--- src/rtl/fsm_unreach_param.sv ---
`default_nettype none
// +------------------------------------------------------------------------+
// | fsm_unreach_param: parametrised FSM-extraction and recovery test block  |
// | with start handshake, timed hold, done pulse and busy flag.             |
// | Optional macro FSM_STATE_OUT_EN adds the state_o debug port.            |
// | Revision: 1.0                                                           |
// +------------------------------------------------------------------------+
module fsm_unreach_param #(
    parameter int W      = 5,
    parameter int HOLD   = 4,
    parameter int THRESH = 3
) (
    input  logic         clk,
    input  logic         rst,
    input  logic         start,
    input  logic [W-1:0] a,
    input  logic [W-1:0] b,
    input  logic [W-1:0] c,
    output logic [W-1:0] x,
    output logic [W-1:0] y,
    output logic [W-1:0] z,
    output logic         busy,
`ifdef FSM_STATE_OUT_EN
    output logic [3:0]   state_o,
`endif
    output logic         done
);

    typedef enum logic [3:0] {
        S_IDLE = 4'd1,
        S_EVAL = 4'd2,
        S_SWAP = 4'd3,
        S_HOLD = 4'd4,
        S_SP5  = 4'd5,
        S_SP6  = 4'd6
    } state_t;

    localparam int           CW      = $clog2(HOLD + 1);
    localparam logic [CW-1:0] C_HOLD_LD = CW'(HOLD - 1);
    localparam logic [W-1:0]  C_THR     = W'(THRESH);

    state_t        state_q, state_d;
    logic [W-1:0]  x_q, x_d;
    logic [W-1:0]  y_q, y_d;
    logic [W-1:0]  z_q, z_d;
    logic [CW-1:0] cnt_q, cnt_d;
    logic          done_q, done_d;

    always_comb begin
        state_d = state_q;
        x_d     = x_q;
        y_d     = y_q;
        z_d     = z_q;
        cnt_d   = cnt_q;
        done_d  = 1'b0;
        case (state_q)
            S_IDLE: begin
                y_d = b;
                z_d = W'(1);
                if (start) begin
                    state_d = S_EVAL;
                end
            end
            S_EVAL: begin
                x_d = a;
                y_d = c;
                z_d = c;
                // The y compare has priority over the x compare.
                if (y_q < C_THR) begin
                    state_d = S_SWAP;
                end else if (x_q < C_THR) begin
                    state_d = S_HOLD;
                    cnt_d   = C_HOLD_LD;
                end
            end
            S_SWAP: begin
                x_d     = y_q;
                y_d     = a;
                z_d     = y_q;
                state_d = S_IDLE;
                done_d  = 1'b1;
            end
            S_HOLD: begin
                x_d = b;
                y_d = W'(1);
                z_d = W'(2);
                if (cnt_q == '0) begin
                    state_d = S_IDLE;
                    done_d  = 1'b1;
                end else begin
                    cnt_d = cnt_q - CW'(1);
                end
            end
            default: begin
                // Spare and illegal encodings fall back to IDLE without a done pulse.
                x_d     = W'(1);
                y_d     = W'(2);
                state_d = S_IDLE;
            end
        endcase
    end

    always_ff @(posedge clk or negedge rst) begin
        if (!rst) begin
            state_q <= S_IDLE;
            x_q     <= W'(1);
            y_q     <= W'(2);
            z_q     <= W'(3);
            cnt_q   <= '0;
            done_q  <= 1'b0;
        end else begin
            state_q <= state_d;
            x_q     <= x_d;
            y_q     <= y_d;
            z_q     <= z_d;
            cnt_q   <= cnt_d;
            done_q  <= done_d;
        end
    end

    assign x    = x_q;
    assign y    = y_q;
    assign z    = z_q;
    assign done = done_q;
    assign busy = (state_q != S_IDLE);
`ifdef FSM_STATE_OUT_EN
    assign state_o = state_q;
`endif

endmodule
`default_nettype wire

--- config.mk ---
export PLATFORM = sky130hd
export DESIGN_NAME = fsm_unreach_param
export DESIGN_NICKNAME = d
export VERILOG_FILES = /design/src/rtl/fsm_unreach_param.sv
export SDC_FILE = /design/constraint.sdc
export NUM_CORES = 1
export LEC_CHECK = 0
export BUFFER_PORTS_ARGS = -buffer_cell sky130_fd_sc_hd__clkbuf_2
export CAP_MARGIN = 30
export CORE_MARGIN = 2
export CORE_UTILIZATION = 56
export DETAILED_ROUTE_END_ITERATION = 10
export GPL_ROUTABILITY_DRIVEN = 0
export GPL_TIMING_DRIVEN = 0
export HOLD_SLACK_MARGIN = 0.1
export PLACE_DENSITY = 0.82
export SYNTH_ARGS = -nofsm -noshare
export SYNTH_HDL_FRONTEND = slang
export SYNTH_SLANG_ARGS = --single-unit
--- constraint.sdc ---
create_clock -name clk -period 2.2 [get_ports clk]
set_input_delay 0.11 -clock clk [delete_from_list [all_inputs] [get_ports clk]]
set_output_delay 0.11 -clock clk [all_outputs]
set_load 0.02 [all_outputs]
==> reports/metrics.yaml <==
floorplanning:
  die_w_um: 53.5
  pin_count: 35
  start_util_pct: 60.8
  core-area_sq_mm: 0.00225
  die_y_um: 53.5
  die-area_sq_mm: 0.00286
  rows: 17
sta:
  period_share_pct: 82.2
  min_period_ps: 1810
  tns_ps: 0
  rsz0062_at_grt: "false"
  setup_viol: 0
  drv_slew: 0
  fin_skew_ps: 11.4
  worst_slew_pin_slew_ps: 687
  slew_headroom_pct: 54.1
  fmax_mhz: 553
  hold_viol_final: 0
  fin_ws_ps: 392
detailed_routing:
  vias: 1280
  first_pass_iters: 4
  avgViaCountPerCell: 6.24
  wirelength_mm: 3.63
  drtIter0Drc: 52
  wl_per_cell_um: 17.7
  drc: 0
  detail-route-antenna-nets: 0
synth:
  synth_cells: 132
  synthesis.area_sq_mm: 0.00137
  synth_edf_count: 0
  ys.flop_type: "dfrtp_1"
  ys_seq_area_share_pct: 40.6
  synthDistinctLibCells: 39
  syn-num-nets: 152
  avgSynthCellArea_sq_um: 10.4
  synth_seq_cells: 22
  synth_async_sr_flop_share_pct: 100
  ys_warn_count: 0
cts:
  clk_transition_reported_paths_ps: 140
  cts_sinks: 22
  htreeDepth: 1
  cts_root_buf: "clkbuf_4"
  cts_resized: 0
  post-cts-setup-buffers: 0
  numCtsBuffers: 3
  cts_tree: "done"
  cts_buffer_depth: 2
  clk_latency_ps: 310
cells_and_area:
  num-fill-cells: 165
  drive_gt1_share_pct: 32.8
  syn_to_final_growth_pct: 22.7
  nets: 198
  diodes: 0
pwr:
  irDropWorstVdd_uv: 1120
  p_leak_nw: 0.787
  power_density_mw_per_mm2: 1510
place:
  hpwlAfterDp_mm: 2.51
  io_buffers: 34
  post-place-ws_ps: 536
setup_path:
  crit_fanout: 10
  critPathLaunchType: "flop"
  crit_type: "flop to output pin"
  critPathCaptureType: "output pin"
  crit_arrival_ps: 1700
  required_ps: 2090
run_status:
  status: "completed"
global_route:
  grt_pass1_wl_mm: 5.63
  grt.overflow.total: 0
  antenna_found_initial: 0
  grt_use_total_pct: 27.7
  grt_pass1_vias: 1203
  grt_max_degree: 23
run:
  max_cap_violations: 0
hold_path:
  min_path_type: "primary input to flop"
## what timing repair did
item | in CTS | in global routing
hold buffers | 7 | 0
hold endpoints to repair | 23 | 0
endpoints found under the setup margin | 0 | 0
## critical path, cell delays in order (launching register included)
cell	delay [ps]
dfstp_2	550
buf_6	130
inv_1	120
or3_1	420
clkbuf_2	170
## state kept, by name (all words and copies together) (netlist names)
| register | count |
|---|---|
| x | 5 |
| cnt_q | 3 |
| z | 5 |
| state_q | 3 |
| done | 1 |
| y | 5 |
## where the power goes
| part | internal, mW | switching [mW] | leakage [nW] | total [mW] |
|---|---|---|---|---|
| Sequential | 0.607 | 0.165 | 0.271 | 0.772 |
| Combinational | 0.647 | 0.888 | 0.495 | 1.54 |
| Clock | 0.101 | 0.131 | 0.0210 | 0.232 |
## metrics by stage
step | area, sq um | hold WS, ps | power [mW] | instances | util, %
3_5_place_dp | 1580 | 128 | 2.28 | 194 | 69.9
2_1_floorplan | 1370 | -186 | 1.86 | 132 | -
3_3_place_gp | 1580 | 117 | 2.22 | 194 | 69.9
5_1_grt | 1680 | 105 | 2.71 | 205 | 74.6
6_report | 1680 | 102 | 2.54 | 205 | 74.6
4_1_cts | 1680 | 110 | 2.52 | 205 | 74.6
## per-layer routing
metal	wire length (um)	GRT usage, %
met1	1510	35.1
met2	1790	47.3
met3	289	4.80
met5	0	0
met4	34	8.97
## area by class of cell
type | instances | area [sq um] | share of cell area, %
multi-input combinational | 93 | 722 | 42.9
sequential | 22 | 557 | 33.1
timing repair buffer | 41 | 240 | 14.3
buffer | 10 | 65.1 | 3.87
clock buffer | 4 | 36.3 | 2.16
tap | 28 | 35.0 | 2.08
inverter | 7 | 26.3 | 1.56
## synthesized netlist by cell type (4+ instances only)
| master | n | area (sq um) |
|---|---|---|
| a22oi_1 | 6 | 45.0 |
| o22ai_1 | 5 | 31.3 |
| dfstp_2 | 5 | 131 |
| mux2i_1 | 11 | 110 |
| mux2_2 | 4 | 45.0 |
| nor2b_1 | 4 | 25.0 |
| dfrtp_1 | 17 | 425 |
| nand2_1 | 6 | 22.5 |
| inv_1 | 7 | 26.3 |
| nor3_1 | 5 | 25.0 |
| nand3_1 | 4 | 20.0 |
| a21oi_1 | 6 | 30.0 |
| nand2b_1 | 4 | 25.0 |
| buf_2 | 4 | 20.0 |
## cells by family (layout without fill, tap and decap cells)
logic type / count (synthesis) / after routing / synth area share [%]
mux: 15 / 15 / 11.3
buf+inv: 17 / 62 / 6.67
simple gates: 34 / 34 / 15.4
fa+ha+maj: 3 / 3 / 2.56
compound gates: 41 / 41 / 23.4
flops: 22 / 22 / 40.6
## final timing paths
| check | start | end | slack (ps) | cells after the start |
|---|---|---|---|---|
| max in group asynchronous | rst | y[4] | 1510 | 2 |
| worst max-delay path | state_q[0] | busy | 390 | 4 |
| worst min register to register | z[1] | z[1] | 530 | 2 |
| worst min-delay path | b[1] | x[1] | 100 | 3 |
| min in group asynchronous | rst | x[1] | 300 | 2 |
| worst max register to register | cnt_q[0] | cnt_q[0] | 530 | 6 |
## cells in the final DEF (no fill, tap or decap), types with 3 or more instances in the layout
| cell type | netlist | final |
|---|---|---|
| a211oi_1 | 3 | 3 |
| dfrtp_1 | 17 | 17 |
| buf_6 | 3 | 3 |
| nand2b_1 | 4 | 4 |
| inv_1 | 7 | 7 |
| and2_1 | 3 | 3 |
| nor3_1 | 5 | 5 |
| dlygate4sd3_1 | 0 | 7 |
| buf_2 | 4 | 4 |
| nand2_1 | 6 | 6 |
| a21oi_1 | 6 | 6 |
| mux2_2 | 4 | 4 |
| o22ai_1 | 5 | 5 |
| clkbuf_2 | 0 | 34 |
| nor2b_1 | 4 | 4 |
| nand3_1 | 4 | 4 |
| a22oi_1 | 6 | 6 |
| clkbuf_1 | 3 | 3 |
| a22o_1 | 3 | 3 |
| mux2i_1 | 11 | 11 |
| clkbuf_4 | 0 | 3 |
| a221o_1 | 3 | 3 |
| dfstp_2 | 5 | 5 |
Power figures use the tool's default switching activity.
